==> src/rtl/sobel_pkg.sv <==
// Shared widths, constants and FSM encoding for the Sobel edge-compute block.
package sobel_pkg;

   localparam int PIX_W   = 8;
   localparam int GRAD_W  = 11;
   localparam int MAG_W   = 11;
   localparam int PIX_MAX = 255;

   typedef enum logic {
      IDLE = 1'b0,
      RUN  = 1'b1
   } state_t;

   // Gradients stay within +/-1020, so negation never overflows GRAD_W bits.
   function automatic logic [MAG_W-1:0] grad_abs(input logic signed [GRAD_W-1:0] g);
      return g[GRAD_W-1] ? MAG_W'(-g) : MAG_W'(g);
   endfunction

endpackage

==> src/rtl/sobel_gradient.sv <==
// Stage 1 of the Sobel pipeline: horizontal and vertical gradients of a 3x3 window.
module sobel_gradient
   import sobel_pkg::*;
(
   input  logic                     clk,
   input  logic                     rst,
   input  logic                     valid_i,
   input  logic [PIX_W-1:0]         d0_i,
   input  logic [PIX_W-1:0]         d1_i,
   input  logic [PIX_W-1:0]         d2_i,
   input  logic [PIX_W-1:0]         d3_i,
   input  logic [PIX_W-1:0]         d5_i,
   input  logic [PIX_W-1:0]         d6_i,
   input  logic [PIX_W-1:0]         d7_i,
   input  logic [PIX_W-1:0]         d8_i,
   output logic                     valid_o,
   output logic signed [GRAD_W-1:0] gx_o,
   output logic signed [GRAD_W-1:0] gy_o
);

   logic [GRAD_W-1:0] gx_pos, gx_neg, gy_pos, gy_neg;

   // Weighted column/row sums are non-negative (max 1020) and fit GRAD_W unsigned.
   always_comb begin
      gx_pos = GRAD_W'(d2_i) + (GRAD_W'(d5_i) << 1) + GRAD_W'(d8_i);
      gx_neg = GRAD_W'(d0_i) + (GRAD_W'(d3_i) << 1) + GRAD_W'(d6_i);
      gy_pos = GRAD_W'(d6_i) + (GRAD_W'(d7_i) << 1) + GRAD_W'(d8_i);
      gy_neg = GRAD_W'(d0_i) + (GRAD_W'(d1_i) << 1) + GRAD_W'(d2_i);
   end

   // NOTE: sequential state uses non-blocking assignments so every register samples pre-edge values.
   always_ff @(posedge clk or negedge rst) begin
      if (!rst) begin
         valid_o <= 1'b0;
         gx_o    <= '0;
         gy_o    <= '0;
      end else begin
         valid_o <= valid_i;
         if (valid_i) begin
            gx_o <= $signed(gx_pos - gx_neg);
            gy_o <= $signed(gy_pos - gy_neg);
         end
      end
   end

endmodule

==> src/rtl/sobel_edge_compute.sv <==
// Sobel edge compute: 3-stage gradient-magnitude pipeline with per-frame pixel tracking.
// Define SOBEL_BINARY_EN to binarise edge_o against threshold_i instead of saturating.
module sobel_edge_compute
   import sobel_pkg::*;
#(
   parameter int IMG_WIDTH  = 640,
   parameter int IMG_HEIGHT = 480,
   parameter int OUT_PIXELS = (IMG_WIDTH - 2) * (IMG_HEIGHT - 2)
) (
   input  logic             clk,
   input  logic             rst,
   input  logic [PIX_W-1:0] d0_i,
   input  logic [PIX_W-1:0] d1_i,
   input  logic [PIX_W-1:0] d2_i,
   input  logic [PIX_W-1:0] d3_i,
   input  logic [PIX_W-1:0] d4_i,
   input  logic [PIX_W-1:0] d5_i,
   input  logic [PIX_W-1:0] d6_i,
   input  logic [PIX_W-1:0] d7_i,
   input  logic [PIX_W-1:0] d8_i,
   input  logic             done_i,
   input  logic [PIX_W-1:0] threshold_i,
   output logic [PIX_W-1:0] edge_o,
   output logic             done_o,
   output logic             frame_done_o,
   output logic             busy_o
);

   localparam int CNT_W = (OUT_PIXELS > 1) ? $clog2(OUT_PIXELS) : 1;
   localparam logic [CNT_W-1:0] LAST_CNT = CNT_W'(OUT_PIXELS - 1);

   logic                     v1, v2;
   logic signed [GRAD_W-1:0] gx, gy;
   logic [MAG_W-1:0]         mag;
   logic [PIX_W-1:0]         edge_next;
   logic [CNT_W-1:0]         pix_cnt;
   state_t                   state;

   // The centre pixel carries no weight in either Sobel kernel.
   logic unused_inputs;
   assign unused_inputs = &{1'b0, d4_i};

   sobel_gradient u_gradient (
      .clk     (clk),
      .rst     (rst),
      .valid_i (done_i),
      .d0_i    (d0_i),
      .d1_i    (d1_i),
      .d2_i    (d2_i),
      .d3_i    (d3_i),
      .d5_i    (d5_i),
      .d6_i    (d6_i),
      .d7_i    (d7_i),
      .d8_i    (d8_i),
      .valid_o (v1),
      .gx_o    (gx),
      .gy_o    (gy)
   );

   // NOTE: every always_comb output gets a value on every path, so no latch is inferred.
   always_comb begin
      edge_next = '0;
`ifdef SOBEL_BINARY_EN
      if (mag >= MAG_W'(threshold_i))
         edge_next = PIX_W'(PIX_MAX);
`else
      if (mag > MAG_W'(PIX_MAX))
         edge_next = PIX_W'(PIX_MAX);
      else
         edge_next = mag[PIX_W-1:0];
`endif
   end

`ifndef SOBEL_BINARY_EN
   logic unused_threshold;
   assign unused_threshold = &{1'b0, threshold_i};
`endif

   always_ff @(posedge clk or negedge rst) begin
      if (!rst) begin
         v2     <= 1'b0;
         mag    <= '0;
         done_o <= 1'b0;
         edge_o <= '0;
      end else begin
         v2     <= v1;
         done_o <= v2;
         if (v1)
            mag <= grad_abs(gx) + grad_abs(gy);
         if (v2)
            edge_o <= edge_next;
      end
   end

   assign frame_done_o = done_o && (pix_cnt == LAST_CNT);
   assign busy_o       = (state == RUN) || v1 || v2 || done_o;

   // A done_i coinciding with the frame-end pulse already belongs to the next frame.
   always_ff @(posedge clk or negedge rst) begin
      if (!rst) begin
         pix_cnt <= '0;
         state   <= IDLE;
      end else begin
         if (done_o)
            pix_cnt <= frame_done_o ? '0 : pix_cnt + CNT_W'(1);
         case (state)
            IDLE: if (done_i) state <= RUN;
            RUN:  if (frame_done_o && !done_i) state <= IDLE;
         endcase
      end
   end

endmodule

==> config.mk <==
export PLATFORM = sky130hd
export DESIGN_NAME = sobel_edge_compute
export DESIGN_NICKNAME = d
export VERILOG_FILES = /design/src/rtl/sobel_pkg.sv /design/src/rtl/sobel_gradient.sv /design/src/rtl/sobel_edge_compute.sv
export SDC_FILE = /design/constraint.sdc
export NUM_CORES = 1
export LEC_CHECK = 0
export BUFFER_PORTS_ARGS = -buffer_cell sky130_fd_sc_hd__buf_2
export CAP_MARGIN = 20
export CORE_ASPECT_RATIO = 2
export CORE_MARGIN = 5
export CORE_UTILIZATION = 60
export CTS_CLUSTER_DIAMETER = 150
export DETAILED_ROUTE_END_ITERATION = 7
export HOLD_SLACK_MARGIN = 0.15
export PLACE_DENSITY = 0.83
export SLEW_MARGIN = 5
export SYNTH_ARGS = -nofsm -noshare
export SYNTH_HDL_FRONTEND = slang
export SYNTH_SLANG_ARGS = --single-unit
==> constraint.sdc <==
create_clock -name clk -period 6.1 [get_ports clk]
set_input_delay 1.22 -clock clk [delete_from_list [all_inputs] [get_ports clk]]
set_output_delay 1.22 -clock clk [all_outputs]
set_load 0.01 [all_outputs]
==> flow_summary.json <==
{
  "outcome": "finished clean",
  "ff2ff_path_depth": 13,
  "finalWeightedCongestion": 0.954,
  "critPathArrivalTime_ns": 5.87,
  "start_util": 0.615,
  "critPathSlowestCell": "fa_1",
  "ys.flop_type": "dfrtp_1",
  "critPathLaunchType": "input port",
  "grt_pass1_vias": 5680,
  "p_per_area_nw_per_um2": 535,
  "critPathKind": "in2reg",
  "clkLatencyLatePin_ns": 0.33,
  "synth_top_cell_area_share": 0.257,
  "cts_resized": 0,
  "rsz0062_at_grt": "false",
  "clock-sinks": 64,
  "wirelength_mm": 14.2,
  "cp.depth": 18,
  "met1_length_mm": 4.47,
  "internal_power_w": 0.00215,
  "yosysTopAreaCell": "dfrtp_1",
  "dpl_cell_area_sq_um": 6780,
  "die_w_microns": 82.1,
  "end_kind": "flip-flop",
  "yosysSeqAreaShare": 0.257,
  "final_antenna_net_count": 0,
  "drive_above_1_share": 0.161,
  "max-cap-violations": 0,
  "crit_buf_inv": 3,
  "route.met3.wl_microns": 407,
  "cts.clk_slew.worst_paths_ns": 0.05,
  "timing.fmax_mhz": 177,
  "grt_usage": 0.246,
  "vias": 5038,
  "drtIter0Drc": 142,
  "tightestPinTransition_ns": 0.776,
  "async_flop_share": 1.00,
  "synthTopCellsByCount": "106 x inv_1, 71 x ha_1, 64 x dfrtp_1",
  "clockPowerShare": 0.138,
  "avgSynthCellArea_sq_um": 9.44,
  "fin_crit_sh": 0.929,
  "slowest_delay_ns": 0.51,
  "whs_path_depth": 1,
  "post_drt_via_cell_ratio": 5.72,
  "yosysUniqueCellTypes": 51,
  "ys_top_cells_by_area": "dfrtp_1 26%, ha_1 14%, fa_1 12%, xnor2_1 7.7%, inv_1 6.4%",
  "ys_warn_count": 0,
  "worstPathRequired_ns": 6.30,
  "fill_cells": 812,
  "relSlewSlack": 0.483,
  "p_switching_w": 0.00164,
  "place_hpwl_mm": 12.0,
  "cp_top_family": "adder cells",
  "leakagePower_nw": 3.53,
  "yosys.cell_count.top_type": "inv_1",
  "synthesis.nets": 852,
  "cts_buffer_depth": 2,
  "grt_pass1_wl_mm": 24.2,
  "area_delta_synth_final_pct": 13.5,
  "finalNetCount": 933,
  "tritoncts": "yes",
  "numCtsBuffers": 9,
  "hold_class": "reg2reg",
  "reg2reg_slack_ns": 2.80,
  "switching_share": 0.433,
  "top_layer": "met4",
  "hold_viol_final": 0,
  "crit_path_frequent_cell": "fa_1",
  "fin_util": 0.698,
  "postCtsHoldBufs": 0,
  "synth_edf_count": 0,
  "wl_per_cell_microns": 16.1,
  "p_comb_frac": 0.666,
  "die_h_microns": 154,
  "fin_crit_ns": 5.66,
  "design_area_sq_um": 7080,
  "crit_fanout": 5,
  "io_pins": 94,
  "tns_ns": 0,
  "port_buffers": 77,
  "vdd_drop_max_mv": 0.250,
  "dieArea_sq_um": 12700,
  "syn-instance-count": 661,
  "wl_met2_mm": 8.17,
  "path_cells": "buf_2 > ha_1 > fa_1 > a21o_1 > a21oi_1 > o21bai_1 > a21oi_1 > xor2_1 > fa_1 > inv_1 > fa_1 > inv_1 > ha_1 > and3_1 > a221o_1 > a41o_1 > and4_1 > or3_1",
  "power_frac_seq": 0.195,
  "setup_viol": 0,
  "finalMaxSlewViolations": 0,
  "htreeDepth": 3,
  "post-cts-setup-buffer-count": 0,
  "core_area_sq_um": 10100,
  "grt_max_degree": 65,
  "drc": 0,
  "cts_root_buf": "clkbuf_16",
  "n_antenna_cell": 0,
  "detailedRoute.firstPassIterationCount": 4,
  "synth_area_sq_um": 6240,
  "core.rowCount": 52,
  "ys_ff_latch": 64,
  "grt.overflow.total": 0,
  "fin_skew_ns": 0.00521,
  "grt_antenna_before_repair": 0
}
area by class of cell:
cell class	instances	area (sq um)	area share
Clock buffer	11	233	0.0329
Clock inverter	4	70.1	0.00989
Inverter	106	398	0.0562
Multi-Input combinational cell	481	4200	0.593
Sequential cell	64	1600	0.226
Tap cell	135	169	0.0239
Timing Repair Buffer	80	408	0.0576
routing by layer:
| metal | up-vias | track usage |
|---|---|---|
| met3 | 66 | 0.0285 |
| li1 | 2411 | - |
| met1 | 2425 | 0.215 |
| met5 | - | 0 |
| met4 | 0 | 0.184 |
| met2 | 136 | 0.476 |
placed cells by master (no fill, tap or decap), types with 4 or more instances in the layout:
| cell type | n |
|---|---|
| and3_1 | 6 |
| buf_2 | 77 |
| a211oi_1 | 7 |
| a21o_1 | 20 |
| or3_1 | 6 |
| xnor2_1 | 55 |
| and4_1 | 4 |
| clkbuf_16 | 9 |
| xor2_1 | 18 |
| o22a_1 | 8 |
| dfrtp_1 | 64 |
| a21oi_1 | 26 |
| o21ai_0 | 30 |
| fa_1 | 37 |
| o21bai_1 | 13 |
| mux2i_1 | 5 |
| a31oi_1 | 4 |
| inv_1 | 106 |
| nand4_1 | 5 |
| o21a_1 | 7 |
| nand2_1 | 35 |
| o31ai_1 | 5 |
| nor2_1 | 38 |
| nor2b_1 | 4 |
| mux2_2 | 21 |
| o211ai_1 | 4 |
| ha_1 | 71 |
| nand3_1 | 10 |
logic make-up after synthesis:
group                      after synthesis  synth area share
AOI/OAI and AO/OA                      143             0.154
xor gates and xnor gates                73             0.102
adders and majority gates              108             0.261
buffers and inverters                  116            0.0698
DFF                                     64             0.257
muxes                                   26            0.0459
and+or+nand+nor                        131             0.110
path summary, 6_finish.rpt:
check | startpoint | end
setup / recovery | d0_i[1] | u_gradient.gx_o[10]
hold / removal | pix_cnt[18] | pix_cnt[18]
setup reg to reg | u_gradient.gy_o[0] | mag[9]
hold reg to reg | pix_cnt[18] | pix_cnt[18]
max in group asynchronous | rst | u_gradient.gx_o[8]
min in group asynchronous | rst | pix_cnt[18]
power groups by stage:
stage | Sequential (W) | Combinational [W] | Clock [W]
2_1_floorplan | 0.000698 | 0.00198 | 0
3_3_place_gp | 0.000733 | 0.00239 | 0
3_5_place_dp | 0.000746 | 0.00251 | 0
4_1_cts | 0.000740 | 0.00254 | 0.000532
5_1_grt | 0.000764 | 0.00284 | 0.000547
6_report | 0.000741 | 0.00253 | 0.000523
stage by stage:
step	std cells	hold WS [ns]	setup slack, ns	total power [W]
after CTS	881	0.493	0.458	0.00381
after detailed placement	866	0.461	0.110	0.00325
after global routing	881	0.498	0.325	0.00415
final	881	0.486	0.436	0.00379
after global placement	866	0.458	0.230	0.00312
after floorplan	661	0.352	0.760	0.00268
flip-flops by register name (all words and copies together) (netlist names):
register            cells
done_o                  1
edge_o                  8
mag                    11
pix_cnt                19
state                   1
u_gradient.gx_o        11
u_gradient.gy_o        11
u_gradient.valid_o      1
v2                      1
Power figures use the tool's default switching activity.
